`src/rtl/decode_issue_queue.sv`:
```
// Decode-to-execute issue FIFO (first-word-fall-through) with an FP busy
// scoreboard that holds back the head entry while it has a RAW/WAW hazard on a long FP op.
module decode_issue_queue #(
  parameter int PAYLOAD_W = 160,
  parameter int DEPTH     = 2,
  parameter int REG_AW    = 5
) (
  input  logic                         clk,
  input  logic                         rst,
  input  logic                         in_valid,
  output logic                         in_ready,
  input  logic [PAYLOAD_W-1:0]         in_payload,
  input  logic [REG_AW-1:0]            in_rd,
  input  logic [REG_AW-1:0]            in_rs1,
  input  logic [REG_AW-1:0]            in_rs2,
  input  logic                         in_rd_fp,
  input  logic                         in_src_fp,
  input  logic                         in_long,
  input  logic                         wb_clr_valid,
  input  logic [REG_AW-1:0]            wb_clr_rd,
  input  logic                         flush,
  input  logic                         o_p_waitrequest,
  output logic                         out_valid,
  input  logic                         out_ready,
  output logic [PAYLOAD_W-1:0]         out_payload,
  output logic [REG_AW-1:0]            out_rd,
  output logic [$clog2(DEPTH+1)-1:0]   count,
  output logic [2**REG_AW-1:0]         busy_fp
);
  localparam int PTR_W = $clog2(DEPTH);
  localparam int CNT_W = $clog2(DEPTH+1);
  localparam int NREG  = 2**REG_AW;

  logic [PAYLOAD_W-1:0] payload_mem [DEPTH];
  logic [REG_AW-1:0]    rd_mem      [DEPTH];
  logic [REG_AW-1:0]    rs1_mem     [DEPTH];
  logic [REG_AW-1:0]    rs2_mem     [DEPTH];
  logic [DEPTH-1:0]     rd_fp_mem;
  logic [DEPTH-1:0]     src_fp_mem;
  logic [DEPTH-1:0]     long_mem;

  logic [PTR_W-1:0] wr_ptr_reg, rd_ptr_reg;
  logic [CNT_W-1:0] count_reg, count_next;
  logic [NREG-1:0]  busy_reg, busy_next;

  logic full, empty, hazard, enq, deq, set_en;
  logic [REG_AW-1:0] head_rd, head_rs1, head_rs2;
  logic head_rd_fp, head_src_fp, head_long;

  assign head_rd     = rd_mem[rd_ptr_reg];
  assign head_rs1    = rs1_mem[rd_ptr_reg];
  assign head_rs2    = rs2_mem[rd_ptr_reg];
  assign head_rd_fp  = rd_fp_mem[rd_ptr_reg];
  assign head_src_fp = src_fp_mem[rd_ptr_reg];
  assign head_long   = long_mem[rd_ptr_reg];

  assign full   = (count_reg == CNT_W'(DEPTH));
  assign empty  = (count_reg == '0);
  assign hazard = (head_src_fp && (busy_reg[head_rs1] || busy_reg[head_rs2]))
                || (head_rd_fp && busy_reg[head_rd]);

  assign in_ready  = !full && !flush;
  assign out_valid = !empty && !hazard && !flush;
  assign enq       = in_valid && in_ready;
  assign deq       = out_valid && out_ready && !o_p_waitrequest;
  assign set_en    = deq && head_long && head_rd_fp;

  assign out_payload = payload_mem[rd_ptr_reg];
  assign out_rd      = head_rd;
  assign count       = count_reg;
  assign busy_fp     = busy_reg;

  // A register set by an issuing long op and released in the same cycle stays busy.
  for (genvar gi = 0; gi < NREG; gi++) begin : g_busy
    assign busy_next[gi] = (set_en && head_rd == REG_AW'(gi))
                        || (busy_reg[gi] && !(wb_clr_valid && wb_clr_rd == REG_AW'(gi)));
  end

  always_comb begin
    count_next = count_reg;
    case ({enq, deq})
      2'b10:   count_next = count_reg + CNT_W'(1);
      2'b01:   count_next = count_reg - CNT_W'(1);
      default: count_next = count_reg;
    endcase
  end

  always_ff @(posedge clk) begin
    if (!rst) begin
      wr_ptr_reg <= '0;
      rd_ptr_reg <= '0;
      count_reg  <= '0;
      busy_reg   <= '0;
      rd_fp_mem  <= '0;
      src_fp_mem <= '0;
      long_mem   <= '0;
      for (int i = 0; i < DEPTH; i++) begin
        payload_mem[i] <= '0;
        rd_mem[i]      <= '0;
        rs1_mem[i]     <= '0;
        rs2_mem[i]     <= '0;
      end
    end else begin
      busy_reg <= busy_next;
      if (flush) begin
        wr_ptr_reg <= '0;
        rd_ptr_reg <= '0;
        count_reg  <= '0;
      end else begin
        count_reg <= count_next;
        if (enq) begin
          payload_mem[wr_ptr_reg] <= in_payload;
          rd_mem[wr_ptr_reg]      <= in_rd;
          rs1_mem[wr_ptr_reg]     <= in_rs1;
          rs2_mem[wr_ptr_reg]     <= in_rs2;
          rd_fp_mem[wr_ptr_reg]   <= in_rd_fp;
          src_fp_mem[wr_ptr_reg]  <= in_src_fp;
          long_mem[wr_ptr_reg]    <= in_long;
          wr_ptr_reg              <= wr_ptr_reg + PTR_W'(1);
        end
        if (deq) rd_ptr_reg <= rd_ptr_reg + PTR_W'(1);
      end
    end
  end
endmodule

```
`config.mk`:
```
export PLATFORM = sky130hd
export DESIGN_NAME = decode_issue_queue
export DESIGN_NICKNAME = d
export VERILOG_FILES = /design/src/rtl/decode_issue_queue.sv
export SDC_FILE = /design/constraint.sdc
export NUM_CORES = 1
export LEC_CHECK = 0
export ABC_CLOCK_PERIOD_IN_PS = 4900
export BUFFER_PORTS_ARGS = -buffer_cell sky130_fd_sc_hd__buf_2
export CAP_MARGIN = 10
export CORE_MARGIN = 2
export CORE_UTILIZATION = 30
export CTS_CLUSTER_DIAMETER = 120
export DETAILED_ROUTE_END_ITERATION = 10
export HOLD_SLACK_MARGIN = 0.02
export PLACE_DENSITY = 0.5
export SLEW_MARGIN = 0
export SYNTH_ARGS = -nofsm -noshare
export SYNTH_HDL_FRONTEND = slang
export SYNTH_SLANG_ARGS = --single-unit
```
`constraint.sdc`:
```
create_clock -name clk -period 4.9 [get_ports clk]
set_input_delay 0.735 -clock clk [delete_from_list [all_inputs] [get_ports clk]]
set_output_delay 0.735 -clock clk [all_outputs]
set_load 0.05 [all_outputs]
```
# Word-level counts from Yosys, hierarchy flattened
# Memory sizes are Yosys's and may differ from the RTL's. A register that Yosys moved wholly into a read port is not among the register bits.
# Index checks and enable logic that the tools add are counted.
# word_totals
word_cells	319
output_inout_bits	201
mem_count	4
reg_bits	42
mem_bits_rw	350
# mem_list
memory	words	width	read_ports	rd_ports_with_merged_regs	wr	line_no	text
payload_mem	2	160	1	1	2	34	logic [PAYLOAD_W-1:0] payload_mem [DEPTH];
rd_mem	2	5	1	1	2	35	logic [REG_AW-1:0] rd_mem [DEPTH];
rs1_mem	2	5	1	1	2	36	logic [REG_AW-1:0] rs1_mem [DEPTH];
rs2_mem	2	5	1	1	2	37	logic [REG_AW-1:0] rs2_mem [DEPTH];
# op_classes
n_lt_le_gt_ge	6
n_mux	43
n_reduce_logical	188
n_eq_ne	65
n_addsub	4
n_bitwise	2
# op_table
operator	count
5-bit equality test, second input constant	32
160-bit 2-to-1 mux	1
160-bit OR reduction	1
1-bit logical AND	107
5-bit by 4-bit equality test with 1-bit output, second input constant	16
5-bit by 3-bit equality test with 1-bit output, second input constant	8
1-bit logical NOT	37
1-bit logical OR	34
1-bit 2-to-1 mux	31
5-bit by 2-bit equality test with 1-bit output, second input constant	4
5-bit by 6-bit < comparator with 1-bit output, second input constant	3
1-bit binary-select mux with 5-bit select	3
5-bit 2-to-1 mux	3
5-bit OR reduction	3
5-bit by 1-bit equality test with 1-bit output, second input constant	2
5-bit logical NOT	2
2-bit bitwise mux	3
2-bit equality test, second input constant	2
1-bit by 2-bit < comparator with 1-bit output, second input constant	2
2-bit one-hot mux with 2 select lines	1
1-bit adder, second input constant	2
2-bit by 1-bit adder with 2-bit output, second input constant	1
2-bit by 1-bit equality test with 1-bit output, second input constant	1
2-bit logical NOT	1
other kinds (7)	8

# Longest topological paths before layout
# logic_depth
depth_word	14
depth_mapped	16
mapped_depth_nobuf	12

# Least setup slack after synthesis
# No wires, ideal clock.
# synth_timing
path_kind	register to register
startpoint	register count_reg[0] (netlist: count[0])
endpoint	memory payload_mem[0][0] (enable)
path_slack_ps	-1202
arrival_ps	5574
required_ps	4372
setup_ps	528
path_stages_with_launch	7
cell_sequence	dfxtp_1 -> inv_1 -> a21oi_1 -> and2_1 -> inv_1 -> o21a_1 -> inv_1
# synth_rtl
item	line_no	text
start: declaration	43	logic [CNT_W-1:0] count_reg, count_next;
start signal: assignment	110	count_reg <= count_next;
end: declaration	34	

==> reports/results.tsv <==
stage	metric	value	unit
global_route	Tot GR Track Use	15.7	%
run_status	status	finished clean	
synthesis	synth warn	0	
timing	post-route setup slack	432	ps
worst_setup_path	Crit Path Class	flip-flop to primary output	
floorplan	Die Width	250	um
layout	final net count	1919	
pwr	Net Switching	1990	uW
cts	post-cts sizing count	0	
timing	Slew HR	25.3	%
floorplan	io pins	391	
synthesis	top post-synthesis cells by area	edfxtp_1 58%, and2_1 12%, mux2_2 10%	
synthesis	Cell variety after synth	56	
synthesis	average cell area after synthesis	13.4	um2
global_route	pin count of the biggest net entering global routing	94	
worst_setup_path	max incr delay on CP	700	ps
timing	total negative slack	0	ps
pwr	Internal Power	5780	uW
timing	max-slew violation count	0	
floorplan	Initial Util	30.2	%
layout	share of cells above drive strength 1	38.6	%
worst_setup_path	slowest cell on the critical path	dfxtp_4	
detailed_routing	vias	12100	
synthesis	Post-Syn Area	0.0181	mm2
placement	port bufs	390	
timing	Final Skew	15.3	ps
floorplan	Core Area	0.0600	mm2
synthesis	top cell type's share of synthesized area	58.1	%
cts	clock-pin transition on the worst setup and hold timing paths	60	ps
worst_setup_path	CP cell instances	mux2i_1, mux4_1, nor3_1, a211oi_1, a22oi_1, o21ai_2, nor2_1, buf_2	
pwr	Clk network pwr share	38.8	%
worst_setup_path	CP Data Arrival Time	3730	ps
layout	utilization after layout	37.1	%
synthesis	FFs w/ async S/R, synth	0	%
cts	Num CTS Buffers	44	
worst_setup_path	worst-path maximum fanout	54	
synthesis	post-synthesis sequential area ratio	62.8	%
global_route	first-pass GRT wire length	75300	um
min_path	hold endpoint	payload_mem[1][64]$_SDFFCE_PN0P_	
layout	fill count	5906	
detailed_routing	Post-route DRC	0	
pwr	post-route total power	7780	uW
synthesis	area leader, netlist	edfxtp_1	
cts	worst-skew pair later-pin latency	570	ps
detailed_routing	drt via density	4.75	
worst_setup_path	cells on worst reg2reg path	10	
cts	Root Buffer	clkbuf_16	
worst_setup_path	Req. time, crit path	4160	ps
global_route	initial antenna violation count	13	
cts	hold_buf cts	0	
timing	Slew @ Worst Pin	1120	ps
floorplan	FP Rows	90	
cts	CTS tree	done	
worst_setup_path	Startpoint Class	flip-flop	
timing	Final Hold Viols	0	
placement	Cell Area, Placed	0.0210	mm2
layout	Biggest register	payload_mem	
placement	GP Congestion	0.910	
global_route	total gr overflow	0	
detailed_routing	Antenna Violating Nets Remaining	0	
worst_setup_path	reg2reg end	count[1]$_SDFFE_PP0P_	
worst_setup_path	crit path buf inv count	1	
pwr	pwr dens	349	mW/mm2
detailed_routing	1st-pass router iterations	5	
min_path	hold path startpoint	in_payload[64]	
layout	P&R area growth vs syn	23.1	%
timing	RSZ-0062 raised after global routing	no	
min_path	Min-Delay Path Class	input pin to flip-flop	
global_route	vias in the first global route	12200	
layout	max FFs per register	320	
pwr	Switching Share	25.6	%
floorplan	Die Span Y	250	um
layout	total area of sequential cells	0.0114	mm2
detailed_routing	DR iter-0 viols	631	
synthesis	predominant post-synthesis flop cell	edfxtp_1	
worst_setup_path	reg2reg setup slack	1060	ps
synthesis	Post-Syn Nets	1541	
timing	final period demand of the worst path	4470	ps
detailed_routing	post-DR wirelength/cell	19.7	um
placement	HPWL after DPL	33400	um
job	Max-Cap Viols	0	
cts	Post-CTS Setup Bufs	0	
timing	fin crit share	91.2	%
layout	Multi-input gate area	0.00633	mm2
synthesis	#FFs+latches synth	393	
pwr	Peak supply drop	0.245	mV
timing	Fmax	0.224	GHz
min_path	WHS Path Cells	2	
cts	CTS Buffer Depth	3	
detailed_routing	final wirelength	50300	um
synthesis	Synth Instances	1350	
cts	CTS H-tree depth	2	
layout	Design Area, Final	0.0223	mm2
floorplan	DIE AREA	0.0623	mm2
worst_setup_path	CP top delay family	multiplexers	
pwr	sequential fraction of design power	49.6	%
worst_setup_path	CP endpoint kind	primary output	
placement	pre-CTS setup slack	1020	ps
pwr	cell leakage power	0.00905	uW
timing	final setup vio count	0	
cts	CTS sink cnt	393	
synthesis	number of synthesized flops with an enable pin	350	
pwr	Logic pwr share	11.6	%
-- power by group through the flow --
stage,logic [uW],registers [uW],clock network [uW]
after CTS,912,3860,3130
final,899,3860,3020
after global routing,955,3870,3250
after floorplan,617,3920,0
after global placement,907,3920,0
after detailed placement,909,3930,0
-- layer usage --
layer	vias up	wire length, um	GRT usage [%]
li1	5657	-	-
met1	6032	20400	19.0
met2	353	25300	27.0
met3	81	3360	4.37
met4	10	1220	4.82
met5	-	69	0
-- final cells by class --
| class | count | share of cell area [%] |
|---|---|---|
| flip-flops and latches | 393 | 51.0 |
| diodes | 9 | 0.101 |
| inverters | 22 | 0.404 |
| repair buffers | 412 | 9.78 |
| clock buffers | 55 | 5.32 |
| clock inverters | 25 | 0.561 |
| well taps | 782 | 4.39 |
| multi-input cells | 855 | 28.4 |
-- cell usage in the layout (no fill, tap or decap), drive strengths merged, types with 9 or more instances in the layout --
master	count
a31o	24
mux4	12
edfxtp	350
mux2i	16
and2	352
nand2	61
nor2	40
nand2b	12
o31ai	12
nand3	16
inv	22
diode	9
clkbuf	55
clkinv	22
buf	412
dfxtp	43
o22ai	11
o21ai	16
nor2b	11
a21oi	46
mux2	165
-- kinds of logic (layout without fill, tap and decap cells) --
| family | after synthesis | in the layout | synth area share [%] |
|---|---|---|---|
| simple gates | 512 | 512 | 16.3 |
| compound gates | 146 | 146 | 5.55 |
| fa+ha+maj | 1 | 1 | 0.0691 |
| xor+xnor | 3 | 3 | 0.145 |
| mux | 193 | 193 | 12.8 |
| other cells | 0 | 9 | 0 |
| buf+inv | 102 | 514 | 2.29 |
| flops | 393 | 393 | 62.8 |
-- stage by stage --
step / hold slack (ps) / instances
floorplan: 449 / 1350
global placement: 465 / 2464
detailed placement: 468 / 2464
CTS: 413 / 2544
global route: 426 / 2550
finish: 452 / 2553
-- worst max path at each step --
stage | endpoint | slack (ps) | cells past startpoint
CTS | out_valid | 400 | 8
global route | out_valid | 210 | 8
detailed placement | out_valid | 1020 | 8
floorplan | payload_mem[1][0]$_SDFFCE_PN0P_ | 150 | 4
global placement | out_valid | 1110 | 8
finish | out_valid | 430 | 8
-- worst register-to-register path, stage by stage, from the launching register on --
cell	delay (ps)
dfxtp_4	700
mux2i_1	700
mux4_1	630
nor3_1	220
a211oi_1	90
a22oi_1	220
o21ai_2	120
nor3_2	260
ha_1	320
or3_1	350
a21oi_1	140
-- cell usage after synthesis (all sizes together) (3+ instances only) --
cell,instances
a21oi,46
a22o,6
a22oi,4
a31o,24
and2,352
buf,14
clkbuf,66
dfxtp,43
edfxtp,350
inv,22
mux2,165
mux2i,16
mux4,12
nand2,61
nand2b,12
nand3,16
nor2,40
nor2b,11
nor3,6
o21ai,16
o22ai,11
o31ai,12
o32ai,8
or4b,3
Power figures use the tool's default switching activity.
